File: config.mk
export PLATFORM = sky130hd
export DESIGN_NAME = rope_frame_sched
export DESIGN_NICKNAME = d
export VERILOG_FILES = /design/src/rtl/rope_frame_sched.sv
export SDC_FILE = /design/constraint.sdc
export NUM_CORES = 1
export LEC_CHECK = 0
export BUFFER_PORTS_ARGS = -buffer_cell sky130_fd_sc_hd__buf_2
export CAP_MARGIN = 20
export CORE_AREA = 2 2 334 336
export DETAILED_ROUTE_END_ITERATION = 6
export DIE_AREA = 0 0 336 338
export PLACE_DENSITY_LB_ADDON = 0.08
export SETUP_SLACK_MARGIN = 0.5
export SYNTH_ARGS = -nofsm -noshare
export SYNTH_HDL_FRONTEND = slang
export SYNTH_SLANG_ARGS = --single-unit
File: constraint.sdc
create_clock -name clk -period 2.2 [get_ports clk]
set_input_delay 0.11 -clock clk [delete_from_list [all_inputs] [get_ports clk]]
set_output_delay 0.11 -clock clk [all_outputs]
set_load 0.05 [all_outputs]
File: src/rtl/rope_frame_sched.sv
// Per-frame rope scheduler: on vertical blank it freezes the pointer as the anchor, runs STEPS
// engine steps, then snapshots node coordinates one per cycle. Optional: ROPE_FRAME_SCHED_OVERRUN_EN.
module rope_frame_sched #(
  parameter int NODES    = 20,
  parameter int COORD_W  = 10,
  parameter int STEPS    = 4,
  parameter int V_ACTIVE = 480
) (
  input  logic                     clk,
  input  logic                     reset,
  input  logic [COORD_W-1:0]       pix_x,
  input  logic [COORD_W-1:0]       pix_y,
  input  logic [COORD_W-1:0]       mouse_x,
  input  logic [COORD_W-1:0]       mouse_y,
  input  logic [NODES*COORD_W-1:0] rope_x,
  input  logic [NODES*COORD_W-1:0] rope_y,
  input  logic                     step_ack,
  output logic                     step_req,
  output logic [COORD_W-1:0]       anchor_x,
  output logic [COORD_W-1:0]       anchor_y,
  output logic [NODES*COORD_W-1:0] disp_x,
  output logic [NODES*COORD_W-1:0] disp_y,
  output logic                     busy,
  output logic                     frame_done,
  output logic                     overrun
);
  localparam int IDX_W = (NODES > 1) ? $clog2(NODES) : 1;
  localparam int CNT_W = 4;

  typedef enum logic [2:0] {IDLE, CAPTURE, STEP, GAP, COPY, DONE} state_t;

  state_t                          state;
  logic [CNT_W-1:0]                step_cnt;
  logic [IDX_W-1:0]                node_idx;
  logic                            vbl_cond, vbl_q, vbl_tick;
  logic [NODES-1:0][COORD_W-1:0]   rope_xa, rope_ya, snap_x, snap_y;

  assign vbl_cond = (pix_y == COORD_W'(V_ACTIVE)) && (pix_x == '0);
  assign rope_xa  = rope_x;
  assign rope_ya  = rope_y;
  assign disp_x   = snap_x;
  assign disp_y   = snap_y;

  // vbl_q resets high so a condition already true at reset release does not fire a tick.
  always_ff @(posedge clk or negedge reset) begin
    if (!reset) begin
      state      <= IDLE;
      step_cnt   <= '0;
      node_idx   <= '0;
      anchor_x   <= '0;
      anchor_y   <= '0;
      step_req   <= 1'b0;
      busy       <= 1'b0;
      frame_done <= 1'b0;
      vbl_q      <= 1'b1;
      vbl_tick   <= 1'b0;
    end else begin
      vbl_q    <= vbl_cond;
      vbl_tick <= vbl_cond & ~vbl_q;
      case (state)
        IDLE: if (vbl_tick) begin
          state <= CAPTURE;
          busy  <= 1'b1;
        end
        CAPTURE: begin
          anchor_x <= mouse_x;
          anchor_y <= mouse_y;
          step_cnt <= '0;
          node_idx <= '0;
          step_req <= 1'b1;
          state    <= STEP;
        end
        STEP: if (step_ack) begin
          step_cnt <= step_cnt + 1'b1;
          step_req <= 1'b0;
          state    <= GAP;
        end
        GAP: begin
          if (step_cnt == CNT_W'(STEPS)) begin
            state <= COPY;
          end else begin
            step_req <= 1'b1;
            state    <= STEP;
          end
        end
        COPY: begin
          if (node_idx == IDX_W'(NODES-1)) begin
            node_idx   <= '0;
            frame_done <= 1'b1;
            state      <= DONE;
          end else begin
            node_idx <= node_idx + 1'b1;
          end
        end
        DONE: begin
          frame_done <= 1'b0;
          busy       <= 1'b0;
          state      <= IDLE;
        end
        default: state <= IDLE;
      endcase
    end
  end

  // One node per COPY cycle; everything else holds so the renderer sees a stable frame.
  always_ff @(posedge clk or negedge reset) begin
    if (!reset) begin
      snap_x <= '0;
      snap_y <= '0;
    end else if (state == COPY) begin
      for (int i = 0; i < NODES; i++) begin
        if (node_idx == IDX_W'(i)) begin
          snap_x[i] <= rope_xa[i];
          snap_y[i] <= rope_ya[i];
        end
      end
    end
  end

`ifdef ROPE_FRAME_SCHED_OVERRUN_EN
  always_ff @(posedge clk or negedge reset) begin
    if (!reset)                          overrun <= 1'b0;
    else if (vbl_tick && state != IDLE)  overrun <= 1'b1;
  end
`else
  assign overrun = 1'b0;
`endif

endmodule

==> results of run 1 <==
-- repair_timing --
item,4_1_cts,5_1_grt
hold buffers,432,0
resized for setup,64,119
pin swaps,10,6
endpoints found under the hold margin,829,0
endpoints found under the setup margin,422,421
gates cloned,15,23
setup buffers,23,15
-- routing by layer --
layer  track usage (%)  up-vias  wire length (um)
met5                 0        -                11
met1              13.0     7223             28300
met2              23.9      507             41800
li1                  -     6544                 -
met4              4.50        2              2480
met3              3.52      121              5100
-- cell usage after synthesis (all sizes together) --
master / instances / share of area [%]
conb: 1 / 0.022
dfstp: 1 / 0.15
a21o: 1 / 0.044
a21bo: 1 / 0.058
clkbuf: 5 / 0.11
o211ai: 1 / 0.044
nor3: 2 / 0.058
nor2: 7 / 0.15
nand3: 5 / 0.15
and3: 1 / 0.036
and4: 3 / 0.17
a31oi: 1 / 0.036
or3: 1 / 0.036
nor4bb: 1 / 0.058
buf: 49 / 2.5
mux2: 420 / 29
inv: 8 / 0.17
nand3b: 1 / 0.044
ha: 7 / 0.51
a31o: 1 / 0.051
o21a: 1 / 0.044
or3b: 1 / 0.051
nand4b: 3 / 0.15
and4b: 7 / 0.49
nor4b: 3 / 0.24
a32oi: 5 / 0.25
or4: 1 / 0.044
a21oi: 9 / 0.26
nand2: 5 / 0.11
nor2b: 4 / 0.15
nor3b: 3 / 0.20
and2: 1 / 0.036
o31ai: 2 / 0.087
nor4: 1 / 0.036
a211oi: 1 / 0.044
nand4: 6 / 0.22
nand2b: 3 / 0.11
nand4bb: 1 / 0.065
o21ai: 12 / 0.35
dfrtp: 436 / 63
o31a: 1 / 0.051
-- kinds of logic (layout without fill, tap and decap cells) --
family,Yosys count,after routing,share of synthesized area (%)
mux,420,420,29.2
buf+inv,62,1537,2.82
fa+ha+maj,7,7,0.509
simple gates,60,63,2.59
compound gates,36,36,1.32
flops,437,437,63.5
other cells,1,4,0.0218
-- worst max-delay path, cell delays in order, from the launching register on --
cell and delay (ns):
dfrtp_1 0.41, nor4b_4 0.27, buf_4 0.15, buf_6 0.09, buf_6 0.09, and4b_4 0.24, buf_4 0.12, buf_12 0.11
clkbuf_16 0.14, mux2_4 0.29
-- worst min path at each step --
stage                         endpoint  startpoint  cells after the start
6_report       anchor_x[2]$_DFFE_PN0P_       reset                      2
4_1_cts        disp_y[190]$_DFFE_PN0P_       reset                      2
3_5_place_dp   anchor_x[2]$_DFFE_PN0P_       reset                      1
3_3_place_gp   anchor_x[2]$_DFFE_PN0P_       reset                      1
2_1_floorplan  anchor_x[0]$_DFFE_PN0P_       reset                      0
5_1_grt        anchor_y[0]$_DFFE_PN0P_       reset                      2
-- registers in the layout (all words and copies together) (netlist names) --
name,count
state,3
busy,1
anchor_y,10
node_idx,5
anchor_x,10
step_cnt,4
step_req,1
disp_x,200
vbl_q,1
vbl_tick,1
disp_y,200
frame_done,1
-- final cells by class --
class                      instances  area share (%)
clock buffer                      90            5.65
sequential                       437            34.2
clock inverter                    22           0.955
timing repair buffer            1417            33.5
antenna                            3          0.0235
multi-input combinational        527            19.7
inverter                           8          0.0940
tap                             1488            5.83
-- power by group --
| part | internal [mW] | switching, mW |
|---|---|---|
| Combinational | 1.88 | 2.83 |
| Clock | 6.45 | 3.94 |
| Sequential | 8.52 | 0.280 |
| Total | 16.8 | 7.05 |
==> reports/results.txt, run 1 <==
result of the run: finished clean
overall power of the completed layout: 23.9 mW
count of input and output buffers: 865
via count: 14400
number of buffers on the longest clock path: 3
number of hold violations in the final report: 0
global route overflow: 0
critical register-to-register path startpoint: node_idx[4]$_DFFE_PN0P_
Fin Hold WS: 0.0486 ns
Mapped Avg Cell Area: 16.8 um2
Worst R2R End: disp_x[42]$_DFFE_PN0P_
aggregate global-route resource usage: 12.5%
Syn. warnings: 0
final critical delay including setup and external delays: 2.03 ns
kind of capture point of the worst setup path: register
worst ir drop on vdd: 0.584 mV
worst slack at placement: -0.0107 ns
horizontal die dimension: 336 um
Worst Skew: 0.0183 ns
maximum fanout along the worst path: 4
data required time at the worst endpoint: 2.72 ns
sequential fraction of the synthesis area: 63.5%
final standard cell area without fillers: 0.0320 mm2
RSZ-0062 raised after global routing: yes
final layout net count: 2901
crit start category: register
count of standard-cell rows: 122
first-iteration detailed-routing DRC count: 375
floorplan die area: 0.114 mm2
worst rel slew slack: 59.7%
number of ports placed on the die boundary: 867
Worst Max-Slew Pin Slew: 0.604 ns
flop and latch count out of synthesis: 437
reg2reg setup slack: 0.17 ns
layout-stage area growth over the synthesis result: 85.6%
clock tree from TritonCTS: done
maximum number of pins on one net before global-route repair: 56
clock latency of the later-clocked register in the worst-skew pair: 0.63 ns
placed standard-cell area: 0.0236 mm2
number of global-route vias before repair: 15700
Reg area: 0.0109 mm2
leakage power: 15.6 nW
clock transition time at the flip-flop clock pins of the worst setup and hold paths: 0.06 ns
average wire length per cell after detail routing: 19.5 um
Setup crit start: node_idx[4]$_DFFE_PN0P_
Core Footprint: 0.110 mm2
vias per cell: 3.61
end-of-flow core utilization: 29.0%
initial antenna violation count: 3
footprint of the multi-input gates: 0.00631 mm2
clock buffer count from CTS: 60
initial standard-cell utilization of the core: 15.6%
most frequent standard cell in the layout excluding fill and tap cells: buf_2
remaining antenna violation count: 0
class of the most critical setup path: register to register
worst hold path type: input port to asynchronous set/reset pin
weighted congestion reported at the end of routability-driven placement: 0.767
Distinct cells, synth: 51
post-synthesis instance area: 0.0172 mm2
TritonRoute pass-1 iters: 4
final worst path period share: 92.2%
power density of the placed cells: 748 mW/mm2
Max Slew Vio Count: 0
Die H: 338 um
arrival time worst endpoint: 2.55 ns
Cell Count Post-Placement: 3369
sum of routed wire length over all layers: 77700 um
DRC violations left: 0
wire length of the first global-routing pass: 105000 um
worst reg2reg path depth: 9
number of max-cap violations: 0
accumulated negative setup slack: 0 ns
proportion of layout cells with a drive suffix above 1: 61.2%
synthesized net count: 1473
number of failing setup endpoints in the final timing report: 0
worst setup slack after layout: 0.171 ns
destination of the critical timing path: disp_x[42]$_DFFE_PN0P_
hpwl dp: 54100 um
clock tree root buffer cell: clkbuf_16
number of H-tree levels: 2
most frequent cells in the layout: 864 x buf_2, 432 x dfrtp_1, 432 x dlygate4sd3_1
cell count after synthesis: 1023
number of clock sinks: 437
Peak Freq: 493 MHz
count of placed standard cells in the final layout, fillers left out: 3992
fill cell instance count of the final layout: 11400
(Power assumes the default switching activity.)
==> run 2: changes to the inputs <==
--- a/config.mk
+++ b/config.mk
@@ -11,6 +11,7 @@
 export DETAILED_ROUTE_END_ITERATION = 6
 export DIE_AREA = 0 0 336 338
 export PLACE_DENSITY_LB_ADDON = 0.08
+export RECOVER_POWER = 25
 export SETUP_SLACK_MARGIN = 0.5
 export SYNTH_ARGS = -nofsm -noshare
 export SYNTH_HDL_FRONTEND = slang
==> constraint.sdc (replaced) <==
create_clock -name clk -period 2.3 [get_ports clk]
set_input_delay 0.115 -clock clk [delete_from_list [all_inputs] [get_ports clk]]
set_output_delay 0.115 -clock clk [all_outputs]
set_load 0.05 [all_outputs]
==> run 2 against run 1 <==
- the run now ends with capacitance limit, slew limit left
- non-clock buffer count grew 6
- largest cell class unchanged
- cell count grew 0.13%
- die area is the same
- routed wire length grew 2.3%
- core utilization shrank 0.18 points
- via count shrank 0.26%
- critical endpoint is now disp_y[97]$_DFFE_PN0P_
- hold slack gained 0.19 ns
==> reports/results.txt, run 2 (synthesis gave the netlist of run 1 again) <==
maximum number of pins on one net before global-route repair: 54
worst reg2reg path depth: 6
leakage power: 15.6 nW
clock latency of the later-clocked register in the worst-skew pair: 0.64 ns
number of ports placed on the die boundary: 867
sum of routed wire length over all layers: 79500 um
count of standard-cell rows: 122
result of the run: finished, violations left
final layout net count: 2906
arrival time worst endpoint: 2.50 ns
clock buffer count from CTS: 58
worst hold path type: input port to register
RSZ-0062 raised after global routing: yes
floorplan die area: 0.114 mm2
Max Slew Vio Count: 48
via count: 14400
data required time at the worst endpoint: 2.82 ns
hold-critical path endpoint: disp_x[52]$_DFFE_PN0P_
Peak Freq: 505 MHz
layout-stage area growth over the synthesis result: 84.5%
number of H-tree levels: 2
number of clock sinks: 437
fill cell instance count of the final layout: 11500
Die H: 338 um
number of max-cap violations: 1
maximum fanout along the worst path: 20
kind of capture point of the worst setup path: register
Critical-path top delay cell: dfrtp_1
worst ir drop on vdd: 0.528 mV
Worst Skew: 0.0205 ns
initial standard-cell utilization of the core: 15.6%
weighted congestion reported at the end of routability-driven placement: 0.783
DRC violations left: 0
horizontal die dimension: 336 um
most frequent standard cell in the layout excluding fill and tap cells: buf_2
global route overflow: 0
hpwl dp: 55100 um
final worst path period share: 86.1%
series of cell instances along the critical path: nor4b_4 > buf_6 > buf_4 > and4b_4 > buf_12 > mux2_4
clock tree root buffer cell: clkbuf_16
number of global-route vias before repair: 16100
wire length of the first global-routing pass: 108000 um
Worst Max-Slew Pin Slew: 1.96 ns
remaining antenna violation count: 0
violations in the final reports: capacitance limit, slew limit
Worst R2R End: disp_y[97]$_DFFE_PN0P_
clock tree from TritonCTS: done
number of cells traversed by the worst hold path: 3
final standard cell area without fillers: 0.0318 mm2
most frequent cells in the layout: 864 x buf_2, 432 x dlygate4sd3_1, 429 x dfrtp_1
number of buffers on the longest clock path: 3
aggregate global-route resource usage: 13.0%
average wire length per cell after detail routing: 19.9 um
final critical delay including setup and external delays: 1.98 ns
worst rel slew slack: -30.5%
TritonRoute pass-1 iters: 4
crit start category: register
vias per cell: 3.59
footprint of the multi-input gates: 0.00623 mm2
Core Footprint: 0.110 mm2
Hold Startpoint: rope_x[52]
initial antenna violation count: 2
number of hold violations in the final report: 0
critical register-to-register path startpoint: node_idx[4]$_DFFE_PN0P_
worst stage delay on the critical path: 0.41 ns
class of the most critical setup path: register to register
reg2reg setup slack: 0.32 ns
proportion of layout cells with a drive suffix above 1: 61.3%
first-iteration detailed-routing DRC count: 343
count of input and output buffers: 865
clock transition time at the flip-flop clock pins of the worst setup and hold paths: 0.06 ns
power density of the placed cells: 710 mW/mm2
accumulated negative setup slack: 0 ns
Reg area: 0.0109 mm2
number of failing setup endpoints in the final timing report: 0
placed standard-cell area: 0.0236 mm2
[run 2: critical path, delay by kind of cell (launching register included)]
family | cells | cell delay, ns
simple gates | 2 | 0.58
buf+inv | 3 | 0.51
mux | 1 | 0.32
flops | 1 | 0.41
[run 2: how the worst max path moves through the flow]
stage                            startpoint                      end  cells after the start
finish              node_idx[4]$_DFFE_PN0P_   disp_y[97]$_DFFE_PN0P_                      6
global route                          reset   disp_y[93]$_DFFE_PN0P_                      3
CTS                 node_idx[4]$_DFFE_PN0P_   disp_y[97]$_DFFE_PN0P_                      6
detailed placement     state[2]$_DFFE_PN0P_  disp_y[169]$_DFFE_PN0P_                      4
global placement       state[0]$_DFFE_PN0P_  disp_y[169]$_DFFE_PN0P_                      4
floorplan              state[0]$_DFFE_PN0P_  disp_x[100]$_DFFE_PN0P_                      6
[run 2: area by class of cell]
class,instances,area share (%)
tap,1488,5.86
clock inverter,19,0.946
antenna,3,0.0236
sequential,437,34.5
inverter,8,0.0946
multi-input combinational,528,19.6
timing repair buffer,1423,33.6
clock buffer,91,5.44
[run 2: repair_timing]
action / 4_1_cts / 5_1_grt
hold buffers: 432 / 0
cloned: 14 / 25
pin swaps: 10 / 9
endpoints found under the hold margin: 849 / 0
gates resized for setup: 74 / 74
buffers inserted: 35 / 6
endpoints found under the setup margin: 384 / 421
[run 2: per-stage QoR]
stage          worst slack [ns]  cells  util [%]  power, mW  hold slack (ns)
2_1_floorplan             0.527   1023         -       10.7           -0.181
3_3_place_gp              0.156   3372      21.4       12.1            0.138
3_5_place_dp              0.161   3372      21.4       12.1            0.139
4_1_cts                   0.344   3963      28.1       22.9           0.0376
5_1_grt                   0.161   3996      28.9       23.6            0.190
6_report                  0.321   3997      28.9       22.5            0.236
[run 2: metal layers]
layer / global-route usage, % / wire length (um)
met1: 13.5 / 29400
met2: 24.7 / 42700
met3: 3.48 / 5120
met4: 4.71 / 2330
met5: 0 / 0
[run 2: power by group]
part,switching (mW),internal [mW]
Combinational,2.68,1.80
Clock,3.71,5.92
Sequential,0.280,8.15
==> run 3: changes to the inputs <==
==> constraint.sdc (replaced) <==
create_clock -name clk -period 2.3 [get_ports clk]
set_input_delay 0.46 -clock clk [delete_from_list [all_inputs] [get_ports clk]]
set_output_delay 0.46 -clock clk [all_outputs]
set_load 0.05 [all_outputs]
==> run 3 against run 2 <==
- the flow now finishes without violations
- critical path depth did not move
- sequential cell count did not move
- via count decreased by 1.7%
- routed wire length rose by 1.4%
- total power down 3.7%
- core utilization decreased by 0.24 points
==> reports/results.txt, run 3 (synthesis gave the netlist of run 1 again) <==
result of the run: finished clean
clock latency of the later-clocked register in the worst-skew pair: 0.65 ns
kind of capture point of the worst setup path: register
clock tree root buffer cell: clkbuf_16
Core Footprint: 0.110 mm2
average wire length per cell after detail routing: 20.5 um
Worst Max-Slew Pin Slew: 1.07 ns
worst reg2reg path depth: 6
maximum fanout along the worst path: 20
number of failing setup endpoints in the final timing report: 0
critical register-to-register path startpoint: state[2]$_DFFE_PN0P_
number of buffers on the longest clock path: 3
remaining antenna violation count: 0
clock tree from TritonCTS: done
count of standard-cell rows: 122
number of cells traversed by the worst hold path: 2
class of the most critical setup path: register to register
clock transition time at the flip-flop clock pins of the worst setup and hold paths: 0.06 ns
worst hold path type: input port to register
hold-critical path endpoint: disp_y[114]$_DFFE_PN0P_
horizontal die dimension: 336 um
final layout net count: 2840
data required time at the worst endpoint: 2.82 ns
arrival time worst endpoint: 2.52 ns
crit start category: register
Max Slew Vio Count: 0
number of clock sinks: 437
power density of the placed cells: 689 mW/mm2
count of input and output buffers: 865
overall power of the completed layout: 21.7 mW
most frequent cells in the layout: 664 x buf_2, 429 x dfrtp_1, 370 x dlygate4sd3_1
reg2reg setup slack: 0.30 ns
number of hold violations in the final report: 0
Peak Freq: 499 MHz
number of max-cap violations: 0
aggregate global-route resource usage: 12.9%
weighted congestion reported at the end of routability-driven placement: 0.781
TritonRoute pass-1 iters: 4
final critical delay including setup and external delays: 2.00 ns
floorplan die area: 0.114 mm2
Hold Startpoint: rope_y[114]
most frequent standard cell in the layout excluding fill and tap cells: buf_2
Worst R2R End: disp_x[84]$_DFFE_PN0P_
worst rel slew slack: 28.4%
via count: 14100
sum of routed wire length over all layers: 80600 um
proportion of layout cells with a drive suffix above 1: 62.3%
final worst path period share: 87.0%
initial antenna violation count: 4
global route overflow: 0
DRC violations left: 0
Worst Skew: 0.0265 ns
Die H: 338 um
Cell Count Post-Placement: 3371
accumulated negative setup slack: 0 ns
number of H-tree levels: 2
layout-stage area growth over the synthesis result: 82.9%
hpwl dp: 55500 um
first-iteration detailed-routing DRC count: 342
number of global-route vias before repair: 15600
count of placed standard cells in the final layout, fillers left out: 3925
maximum number of pins on one net before global-route repair: 63
initial standard-cell utilization of the core: 15.6%
number of ports placed on the die boundary: 867
worst ir drop on vdd: 0.507 mV
RSZ-0062 raised after global routing: yes
vias per cell: 3.60
wire length of the first global-routing pass: 107000 um
leakage power: 15.4 nW
clock buffer count from CTS: 57
-- run 3: changes by cell type in the layout (fill, tap and decap cells not counted), moves of 10 or more --
cell           previous run  this run
buf_2                   864       664
buf_4                    36       184
buf_6                    18        38
clkbuf_1                 20        30
clkbuf_4                  0        26
dlygate4sd3_1           432       370
mux2_2                  267       222
mux2_4                  147       196
-- run 3: per-layer routing --
metal  vias up  global-route usage [%]  wire, um
met5         -                       0        36
met4         6                    4.74      2420
met3       108                    3.62      5120
met2       474                    24.2     43200
met1      7096                    13.7     29800
li1       6433                       -         -
-- run 3: repair_timing --
item / CTS / global route
gates cloned: 12 / 28
pin swaps: 10 / 8
endpoints found under the hold margin: 399 / 0
endpoints found under the setup margin: 543 / 395
setup buffers: 30 / 8
resized for setup: 250 / 163
hold buffers: 370 / 0
-- run 3: worst max-delay path by stage --
stage / end / cells after the start / start / slack (ns)
2_1_floorplan: disp_x[100]$_DFFE_PN0P_ / 6 / state[0]$_DFFE_PN0P_ / 0.53
3_3_place_gp: disp_y[169]$_DFFE_PN0P_ / 4 / state[0]$_DFFE_PN0P_ / 0.12
3_5_place_dp: disp_y[169]$_DFFE_PN0P_ / 4 / state[0]$_DFFE_PN0P_ / 0.15
4_1_cts: disp_y[120]$_DFFE_PN0P_ / 7 / node_idx[4]$_DFFE_PN0P_ / 0.35
5_1_grt: disp_x[48]$_DFFE_PN0P_ / 3 / reset / 0.15
6_report: disp_x[84]$_DFFE_PN0P_ / 6 / state[2]$_DFFE_PN0P_ / 0.30
-- run 3: power by group --
part | leakage [nW] | internal, mW | switching, mW | total (mW)
registers | 5.57 | 8.15 | 0.299 | 8.45
clock network | 0.895 | 5.17 | 3.65 | 8.83
logic | 8.92 | 1.78 | 2.65 | 4.43
-- run 3: worst max-delay path, stage by stage, from the launching register on --
cell	delay, ns
dfrtp_1	0.48
nor4b_4	0.29
buf_4	0.17
buf_8	0.13
and4b_4	0.26
buf_12	0.19
mux2_4	0.32
-- run 3: stage by stage --
step	hold WS (ns)	util, %	cell area (um2)	setup WS (ns)
5_1_grt	0.0131	28.6	31500	0.150
2_1_floorplan	0.164	-	17200	0.527
3_5_place_dp	0.474	21.5	23600	0.150
4_1_cts	0.000221	27.6	30400	0.353
3_3_place_gp	0.467	21.5	23600	0.119
6_report	0.0713	28.6	31500	0.298
-- run 3: final cells by class --
type                            instances  area [um2]
Clock buffer                           91        1720
Clock inverter                         13        96.3
Antenna cell                            2        5.00
Multi-Input combinational cell        529        6400
Inverter                                8        30.0
Sequential cell                       437       10900
Tap cell                             1488        1860
Fill cell                           11500       78600
Timing Repair Buffer                 1357       10400
